--- src/rtl/obuf_arb_ctrl_pkg.sv ---
// Shared constants for the router output-port controller: input direction indices and default widths.
// Also holds the mod-5 wrap helper used by the rotating-priority arbiter.
package obuf_arb_ctrl_pkg;

   localparam int NIN        = 5;
   localparam int PYLD_W_DEF = 23;

   localparam logic [2:0] DIR_N = 3'd0;
   localparam logic [2:0] DIR_W = 3'd1;
   localparam logic [2:0] DIR_S = 3'd2;
   localparam logic [2:0] DIR_E = 3'd3;
   localparam logic [2:0] DIR_B = 3'd4;

   function automatic logic [2:0] wrap5(input logic [3:0] v);
      logic [3:0] t;
      t = (v >= 4'd5) ? v - 4'd5 : v;
      return t[2:0];
   endfunction

endpackage

--- src/rtl/obuf_arb_ctrl_rr_arb5.sv ---
// 5-way one-hot arbiter, combinational grant gated by en_i; rotating priority with OBUF_RR_EN,
// otherwise fixed priority N>W>S>E>B and no state at all.
module rr_arb5
   import obuf_arb_ctrl_pkg::*;
(
`ifdef OBUF_RR_EN
   input  logic           clk,
   input  logic           rst_n,
`endif
   input  logic           en_i,
   input  logic [NIN-1:0] req_i,
   output logic [NIN-1:0] gnt_o
);

   logic found;

`ifdef OBUF_RR_EN
   logic [2:0] ptr_q, ptr_d, win, idx;

   // Search upward from the pointer; the first requester met wins.
   always_comb begin
      gnt_o = '0;
      win   = ptr_q;
      idx   = ptr_q;
      found = 1'b0;
      for (int k = 0; k < NIN; k++) begin
         idx = wrap5({1'b0, ptr_q} + 4'(k));
         if (en_i && !found && req_i[idx]) begin
            gnt_o[idx] = 1'b1;
            win        = idx;
            found      = 1'b1;
         end
      end
   end

   assign ptr_d = wrap5({1'b0, win} + 4'd1);

   always_ff @(posedge clk or negedge rst_n) begin
      if (!rst_n) begin
         ptr_q <= DIR_N;
      end else if (|gnt_o) begin
         ptr_q <= ptr_d;
      end
   end
`else
   always_comb begin
      gnt_o = '0;
      found = 1'b0;
      for (int k = 0; k < NIN; k++) begin
         if (en_i && !found && req_i[k]) begin
            gnt_o[k] = 1'b1;
            found    = 1'b1;
         end
      end
   end
`endif

endmodule

--- src/rtl/obuf_arb_ctrl.sv ---
// Output-port controller: arbitrates 5 inputs into a 2-entry buffer, link valid one cycle after grant.
// obuf_rdy drops only when both entries are full (never from link_rdy); OBUF_RR_EN selects round-robin.
module obuf_arb_ctrl
   import obuf_arb_ctrl_pkg::*;
#(
   parameter int PYLD_W = PYLD_W_DEF
) (
   input  logic                  clk,
   input  logic                  rst_n,
   input  logic [NIN-1:0]        arb_req,
   input  logic [NIN*PYLD_W-1:0] payload_i,
   output logic [NIN-1:0]        arb_gnt,
   output logic                  obuf_rdy,
   input  logic                  port_dead,
   output logic                  obuf_vld,
   output logic [PYLD_W-1:0]     obuf_payload,
   input  logic                  link_rdy
);

   logic [PYLD_W-1:0] mem_q [2];
   logic [1:0]        cnt_q, cnt_d;
   logic              wr_ptr_q, wr_ptr_d;
   logic              rd_ptr_q, rd_ptr_d;
   logic              wr, rd;
   logic [PYLD_W-1:0] wr_dat;

   assign obuf_rdy = port_dead | (cnt_q != 2'd2);

   rr_arb5 u_arb (
`ifdef OBUF_RR_EN
      .clk   (clk),
      .rst_n (rst_n),
`endif
      .en_i  (obuf_rdy),
      .req_i (arb_req),
      .gnt_o (arb_gnt)
   );

   assign wr = |arb_gnt;

   always_comb begin
      wr_dat = '0;
      for (int i = 0; i < NIN; i++) begin
         if (arb_gnt[i]) begin
            wr_dat = payload_i[i*PYLD_W +: PYLD_W];
         end
      end
   end

   assign obuf_vld     = (cnt_q != 2'd0) & ~port_dead;
   assign rd           = obuf_vld & link_rdy;
   assign obuf_payload = mem_q[rd_ptr_q];

   // A dead port still grants, but the flit is dropped and the buffer is flushed.
   always_comb begin
      if (port_dead) begin
         cnt_d    = 2'd0;
         wr_ptr_d = 1'b0;
         rd_ptr_d = 1'b0;
      end else begin
         cnt_d    = cnt_q + {1'b0, wr} - {1'b0, rd};
         wr_ptr_d = wr_ptr_q ^ wr;
         rd_ptr_d = rd_ptr_q ^ rd;
      end
   end

   always_ff @(posedge clk or negedge rst_n) begin
      if (!rst_n) begin
         cnt_q    <= 2'd0;
         wr_ptr_q <= 1'b0;
         rd_ptr_q <= 1'b0;
         mem_q[0] <= '0;
         mem_q[1] <= '0;
      end else begin
         cnt_q    <= cnt_d;
         wr_ptr_q <= wr_ptr_d;
         rd_ptr_q <= rd_ptr_d;
         if (wr && !port_dead) begin
            mem_q[wr_ptr_q] <= wr_dat;
         end
      end
   end

endmodule

--- config.mk ---
export PLATFORM = sky130hd
export DESIGN_NAME = obuf_arb_ctrl
export DESIGN_NICKNAME = d
export VERILOG_FILES = /design/src/rtl/obuf_arb_ctrl_pkg.sv /design/src/rtl/obuf_arb_ctrl_rr_arb5.sv /design/src/rtl/obuf_arb_ctrl.sv
export SDC_FILE = /design/constraint.sdc
export NUM_CORES = 1
export LEC_CHECK = 0
export ABC_AREA = 1
export CORE_AREA = 2 2 98 100
export DETAILED_ROUTE_END_ITERATION = 8
export DIE_AREA = 0 0 100 102
export PLACE_DENSITY = 0.73
export SYNTH_ARGS = -nofsm -noshare
export SYNTH_HDL_FRONTEND = slang
export SYNTH_SLANG_ARGS = --single-unit
--- constraint.sdc ---
create_clock -name clk -period 1.7 [get_ports clk]
set_input_delay 0.255 -clock clk [delete_from_list [all_inputs] [get_ports clk]]
set_output_delay 0.255 -clock clk [all_outputs]
set_load 0.02 [all_outputs]
---- Yosys cells after proc, flatten, opt, wreduce, memory -nomap -nowiden ----
Cells that the tools add are included.
storage, ports and cells
  flip-flop bits (word level) ............. 50
  latch bits .............................. 0
  memory bits (writable) .................. 0
  ROM bits ................................ 0
  input port bits ......................... 124
  word-level logic and storage cells ...... 59
  memories kept ........................... 0
cells by class
  $add $sub $neg .......................... 2
  multipliers ............................. 0
  divide/modulo/power cells ............... 0
  $lt $le $gt $ge ......................... 3
  eq/ne operators ......................... 1
  shift operators ......................... 0
  muxes and demuxes ....................... 22
  bitwise logic cells ..................... 8
  reduce and logical (&&, ||, !) cells .... 18
operator list
  kind                                                                          count
  23-bit 2-to-1 mux                                                             9
  46-bit bitwise mux                                                            1
  23-bit demux with 1-bit select                                                1
  1-bit logical AND                                                             11
  1-bit 2-to-1 mux                                                              10
  1-bit logical NOT                                                             5
  5-bit OR reduction                                                            1
  2-bit >= comparator, second input constant                                    2
  1-bit NOT with 2-bit output                                                   2
  2-bit by 1-bit adder with 2-bit output                                        1
  1-bit bitwise AND                                                             2
  2-bit by 1-bit less-than comparator with 1-bit output, second input constant  1
  2-bit 2-to-1 mux                                                              1
  2-bit inequality test, second input constant                                  1
  2-bit nonzero test                                                            1
  2-bit by 1-bit subtractor with 2-bit output                                   1
  1-bit bitwise XOR                                                             2
  1-bit NOT                                                                     1
  1-bit bitwise OR                                                              1

---- Longest topological paths before layout ----
  word-level depth ........................ 24
  gate-level depth with buffers ........... 11
  depth with buffers taken out ............ 10

---- Hierarchy ----
From an unflattened synthesis, not the netlist that was laid out.
second synthesis, totals
  cell total of the unflattened synthesis .. 588
  area total of the unflattened synthesis .. 3467.1 um^2
modules (own cells, without submodules)
  module         instances  cells each  area an instance (um^2)
  obuf_arb_ctrl  1          574         3404.5
  rr_arb5        1          14          62.6

---- Worst setup path after synthesis ----
OpenSTA, ideal clock, no wires.
  path kind ............................... register to register
  from .................................... reg cnt_q[0]
  to ...................................... reg cnt_q[1]
  arrival ................................. 1740 ps
  setup slack ............................. -158 ps
  stages on the path, launching flop included .. 10
  path buffers ............................ 0
  path through ............................ dfrtp_1 > inv_1 > o21ai_0 > nand2_1 > inv_1 > ha_1 > inv_1 > ha_1 > xor2_1 > nor2_1
RTL lines
  item                                         line                 source
  from (decl)                                  obuf_arb_ctrl.sv:21  logic [1:0] cnt_q, cnt_d;
  from (signal assigned)                       obuf_arb_ctrl.sv:75  cnt_q <= cnt_d;
  2-bit nonzero test                           obuf_arb_ctrl.sv:50  assign obuf_vld = (cnt_q != 2'd0) & ~port_dead;
  1-bit bitwise AND                            obuf_arb_ctrl.sv:50
  named net obuf_vld                           obuf_arb_ctrl.sv:15  output logic obuf_vld,
  1-bit bitwise AND                            obuf_arb_ctrl.sv:51  assign rd = obuf_vld & link_rdy;
  2-bit by 1-bit subtractor with 2-bit output  obuf_arb_ctrl.sv:61  cnt_d = cnt_q + {1'b0, wr} - {1'b0, rd};
  2-bit 2-to-1 mux                             obuf_arb_ctrl.sv:56  if (port_dead) begin
  named net cnt_d[1]                           obuf_arb_ctrl.sv:21
The timed path passes the listed nets, and every way through them passes these cells.
A chain may end at the register's enable or synchronous reset.

---- Worst setup path in the final report ----
  from .................................... reg cnt_q[1]
  to ...................................... reg cnt_q[1]
between the ends
  longest elaborated chain between the ends .. 24
ends and longest elaborated chain
  item                                             line                         source
  2-bit inequality test                            obuf_arb_ctrl.sv:27          assign obuf_rdy = port_dead | (cnt_q != 2'd2);
  1-bit bitwise OR                                 obuf_arb_ctrl.sv:27
  1-bit logical AND                                obuf_arb_ctrl_rr_arb5.sv:50  if (en_i && !found && req_i[k]) begin
  1-bit 2-to-1 mux                                 obuf_arb_ctrl_rr_arb5.sv:50
  1-bit logical NOT                                obuf_arb_ctrl_rr_arb5.sv:50
  1-bit logical AND (2 in a row)                   obuf_arb_ctrl_rr_arb5.sv:50
  1-bit 2-to-1 mux                                 obuf_arb_ctrl_rr_arb5.sv:50
  1-bit logical NOT                                obuf_arb_ctrl_rr_arb5.sv:50
  [7 not listed]                                   -
  1-bit logical NOT                                obuf_arb_ctrl_rr_arb5.sv:50
  1-bit logical AND (2 in a row)                   obuf_arb_ctrl_rr_arb5.sv:50
  1-bit 2-to-1 mux                                 obuf_arb_ctrl_rr_arb5.sv:50
  5-bit OR reduction                               obuf_arb_ctrl.sv:39          assign wr = |arb_gnt;
  2-bit by 1-bit adder with 2-bit output           obuf_arb_ctrl.sv:61
  2-bit by 1-bit subtractor with 2-bit output (*)  obuf_arb_ctrl.sv:61
  2-bit 2-to-1 mux (*)                             obuf_arb_ctrl.sv:56
  named net cnt_d[1]                               obuf_arb_ctrl.sv:21
Mark *: on every way through the listed nets, which the timed path passes. The rest lies on a longest branch.

==> impl_metrics.xml <==
<?xml version="1.0" encoding="UTF-8"?>
<metrics>
  <group name="outcome">
    <metric name="outcome" unit="">finished, violations left</metric>
    <metric name="failed_checks" unit="">negative setup slack</metric>
  </group>
  <group name="placement">
    <metric name="placement.io_buffers" unit="">153</metric>
    <metric name="post-dp-hpwl" unit="um">7700</metric>
    <metric name="gp_weighted_congestion" unit="">0.818</metric>
    <metric name="instance_area_at_placement" unit="sq um">5210</metric>
  </group>
  <group name="sta">
    <metric name="final-hold-violation-count" unit="">0</metric>
    <metric name="max-slew-margin-rel" unit="%">59.3</metric>
    <metric name="setup_repair_after_global_routing_missed_its_margin" unit="">true</metric>
    <metric name="fmaxAchievable" unit="MHz">560</metric>
    <metric name="timing.final.max_slew_violations" unit="">0</metric>
    <metric name="final.period_utilization" unit="%">105</metric>
    <metric name="report.final.setup_viol" unit="">37</metric>
    <metric name="period_minus_slack" unit="ps">1780</metric>
    <metric name="tightestPinTransition" unit="ps">610</metric>
    <metric name="fin_ws" unit="ps">-84.5</metric>
    <metric name="finClkSkew" unit="ps">6.94</metric>
  </group>
  <group name="synthesis">
    <metric name="yosys_warnings" unit="">0</metric>
    <metric name="netlist.top_cell.by_area" unit="">sky130_fd_sc_hd__dfrtp_1</metric>
    <metric name="synth.top_cells.by_count" unit="">sky130_fd_sc_hd__nand2_1, sky130_fd_sc_hd__inv_1, sky130_fd_sc_hd__nand3_1</metric>
    <metric name="synth_most_common_cell" unit="">sky130_fd_sc_hd__nand2_1</metric>
    <metric name="synthArstFlopShare" unit="%">100</metric>
    <metric name="synth-edff-count" unit="">0</metric>
    <metric name="syn_area_per_cell" unit="sq um">6.60</metric>
    <metric name="post_synth_inst_count" unit="">519</metric>
    <metric name="synth.area.top_cells" unit="">sky130_fd_sc_hd__dfrtp_1, sky130_fd_sc_hd__nand2_1, sky130_fd_sc_hd__nand3_1</metric>
    <metric name="synth_top_area_share" unit="%">36.5</metric>
    <metric name="synth.yosys.seq_area_share" unit="%">36.5</metric>
    <metric name="mapped_nets" unit="">645</metric>
    <metric name="syn_area" unit="sq um">3420</metric>
    <metric name="synth_top_flop_cell" unit="">sky130_fd_sc_hd__dfrtp_1</metric>
    <metric name="ys_types" unit="">26</metric>
    <metric name="ff_latch_count_synth" unit="">50</metric>
  </group>
  <group name="clock_tree">
    <metric name="cts_buffers" unit="">5</metric>
    <metric name="clkTransAtPathRegs" unit="ps">90</metric>
    <metric name="clock-sinks" unit="">50</metric>
    <metric name="cts_max_level" unit="">2</metric>
    <metric name="clock_path_buffers" unit="">2</metric>
    <metric name="clock_root_buffer" unit="">sky130_fd_sc_hd__clkbuf_8</metric>
    <metric name="cts_tree" unit="">done</metric>
    <metric name="insertion_delay" unit="ps">300</metric>
  </group>
  <group name="floorplan">
    <metric name="floorplan.rows" unit="">35</metric>
    <metric name="fp.dieH" unit="um">102</metric>
    <metric name="count_of_boundary_i_o_pins" unit="">154</metric>
    <metric name="die_width" unit="um">100</metric>
    <metric name="fp.dieArea" unit="sq um">10200</metric>
    <metric name="start_util" unit="%">37.6</metric>
    <metric name="core_footprint" unit="sq um">9110</metric>
  </group>
  <group name="finish">
    <metric name="finish.net_count" unit="">832</metric>
    <metric name="antennaDiodeCount" unit="">0</metric>
    <metric name="layout.core_utilization" unit="%">65.4</metric>
    <metric name="final_cell_area" unit="sq um">5960</metric>
    <metric name="drive_gt1_share" unit="%">23.3</metric>
    <metric name="syn2layout_area_growth" unit="%">73.9</metric>
  </group>
  <group name="routing">
    <metric name="firstDrtPassIters" unit="">4</metric>
    <metric name="via_count" unit="">4028</metric>
    <metric name="detail_route.iter0.violations" unit="">112</metric>
    <metric name="post_drt_via_cell_ratio" unit="">4.92</metric>
    <metric name="ant_nets" unit="">0</metric>
    <metric name="detail_route.drc_violations" unit="">0</metric>
    <metric name="drt_wl_total" unit="um">12100</metric>
    <metric name="routedWlPerCell" unit="um">14.8</metric>
  </group>
  <group name="pwr">
    <metric name="clock_power_share" unit="%">16.1</metric>
    <metric name="switching_share" unit="%">38.5</metric>
    <metric name="p_int" unit="W">0.00315</metric>
    <metric name="ir_worst_vdd" unit="uV">431</metric>
    <metric name="powerDensity" unit="nW/um^2">860</metric>
    <metric name="p_switching" unit="W">0.00197</metric>
    <metric name="sequentialPowerShare" unit="%">34.3</metric>
    <metric name="leakagePower" unit="nW">2.87</metric>
    <metric name="p_comb_share" unit="%">49.6</metric>
  </group>
  <group name="worst_setup_path">
    <metric name="worstSetupStartpointType" unit="">register</metric>
    <metric name="critical_path.max_stage_delay" unit="ps">450</metric>
    <metric name="crit_path_max_fanout" unit="">6</metric>
    <metric name="critPathArrivalTime" unit="ps">2010</metric>
    <metric name="timing.critical_path.cells" unit="">nand3_4, nand4_4, nor2_8, buf_12, nor2_8, ha_4, inv_2, ha_4, xor2_1, nor2_1</metric>
    <metric name="critPathSlowestCell" unit="">sky130_fd_sc_hd__dfrtp_2</metric>
    <metric name="worst-setup-path-type" unit="">register to register</metric>
    <metric name="crit_path_end_kind" unit="">register</metric>
    <metric name="critical_path_required" unit="ps">1930</metric>
  </group>
  <group name="grt">
    <metric name="globalRouteOverflowTotal" unit="">0</metric>
    <metric name="first_global_vias" unit="">3734</metric>
    <metric name="globalRouteTotalUtil" unit="%">20.4</metric>
    <metric name="global_route_wire_length_before_repair" unit="um">17100</metric>
    <metric name="antenna_found_initial" unit="">0</metric>
    <metric name="grt_max_degree" unit="">51</metric>
  </group>
  <group name="min_path">
    <metric name="path_type_of_the_worst_min_delay_path" unit="">primary input to register</metric>
  </group>
  <group name="run">
    <metric name="maxCapViolCount" unit="">0</metric>
  </group>
</metrics>
-- stage by stage --
step	total power [W]	setup TNS (ps)	worst slack, ps	std cells	hold slack (ps)
final	0.00512	-1300	-84.5	818	379
after global routing	0.00546	-5220	-158	818	395
after CTS	0.00472	-3530	-118	794	378
after detailed placement	0.00390	-24060	-516	779	270
after global placement	0.00385	-21630	-430	779	264
after floorplan	0.00287	-26.9	-26.9	519	-40.6
-- final timing paths --
| path | start | endpoint | slack (ps) | cells past startpoint |
|---|---|---|---|---|
| worst max-delay path | cnt_q[1]$_DFF_PN0_ | cnt_q[1]$_DFF_PN0_ | -80 | 10 |
| worst min-delay path | port_dead | cnt_q[0]$_DFF_PN0_ | 380 | 3 |
| worst max register to register | cnt_q[1]$_DFF_PN0_ | cnt_q[1]$_DFF_PN0_ | -80 | 10 |
| worst min register to register | mem_q[1]$_DFFE_PN0P_ | mem_q[1]$_DFFE_PN0P_ | 490 | 2 |
| max in group asynchronous | rst_n | rd_ptr_q$_DFF_PN0_ | 980 | 3 |
| min in group asynchronous | rst_n | mem_q[36]$_DFFE_PN0P_ | 470 | 3 |
-- metal layers --
layer | part of all wire (%) | GRT usage, % | vias up | wire length, um
li1 | - | - | 1994 | -
met1 | 41 | 25.6 | 1854 | 5000
met2 | 50 | 37.2 | 165 | 6070
met3 | 7.5 | 4.10 | 15 | 916
met4 | 1.2 | 3.27 | 0 | 145
met5 | 0 | 0 | - | 0
-- power groups by stage --
stage | combinational (W) | clock, W | sequential (W)
2_1_floorplan | 0.00121 | 0 | 0.00166
3_3_place_gp | 0.00217 | 0 | 0.00168
3_5_place_dp | 0.00221 | 0 | 0.00170
4_1_cts | 0.00220 | 0.000842 | 0.00167
5_1_grt | 0.00278 | 0.000886 | 0.00180
6_report | 0.00254 | 0.000826 | 0.00176
-- registers in the layout (all words and copies together), names as in the netlist --
name	flops
wr_ptr_q	1
cnt_q	2
rd_ptr_q	1
mem_q	46
-- timing repair --
item                                    in CTS  in global routing
endpoints found under the hold margin       50                  0
cloned                                       0                 10
gates resized for setup                    107                118
pin swaps                                    8                 40
buffers inserted                             6                 14
endpoints found under the setup margin      78                 71
hold buffers                                 1                  0
-- critical path: cells and delay by family (launching register included) --
family	cells	cell delay, ps
adders and majority gates	2	410
buffers and inverters	2	160
and+or+nand+nor	5	540
DFF	1	450
xor gates and xnor gates	1	150
-- placed cells by master (no fill, tap or decap), types with 5 or more instances in the layout --
cell type,count
sky130_fd_sc_hd__clkdlybuf4s50_1,119
sky130_fd_sc_hd__nand2_1,109
sky130_fd_sc_hd__inv_1,77
sky130_fd_sc_hd__nand3_1,65
sky130_fd_sc_hd__nor2_1,50
sky130_fd_sc_hd__dfrtp_1,48
sky130_fd_sc_hd__o21ai_0,44
sky130_fd_sc_hd__buf_4,28
sky130_fd_sc_hd__nand2_4,21
sky130_fd_sc_hd__o21ai_1,19
sky130_fd_sc_hd__nand2_2,17
sky130_fd_sc_hd__buf_12,13
sky130_fd_sc_hd__buf_2,10
sky130_fd_sc_hd__o21ai_2,9
sky130_fd_sc_hd__clkbuf_2,9
sky130_fd_sc_hd__buf_6,8
sky130_fd_sc_hd__nor2_4,7
sky130_fd_sc_hd__inv_2,6
sky130_fd_sc_hd__clkdlybuf4s15_2,6
sky130_fd_sc_hd__clkbuf_8,5
sky130_fd_sc_hd__clkbuf_16,5
-- final cells by class --
type,count,area (sq um)
Clock buffer,6,72.6
Clock inverter,2,37.5
Fill cell,785,3150
Inverter,84,318
Multi-Input combinational cell,361,2040
Sequential cell,50,1250
Tap cell,111,139
Timing Repair Buffer,204,2100
-- logic make-up (layout without fill, tap and decap cells) --
kind of cell	count (synthesis)	after routing	share of synthesized area [%]
AND/OR/NAND/NOR	276	281	36.1
buffers and inverters	113	296	14.2
AO/OA/AOI/OAI	76	76	12.0
flip-flops	50	50	36.5
adder cells (fa/ha/maj)	2	2	0.731
XOR/XNOR	2	2	0.512
(Power assumes the default switching activity.)
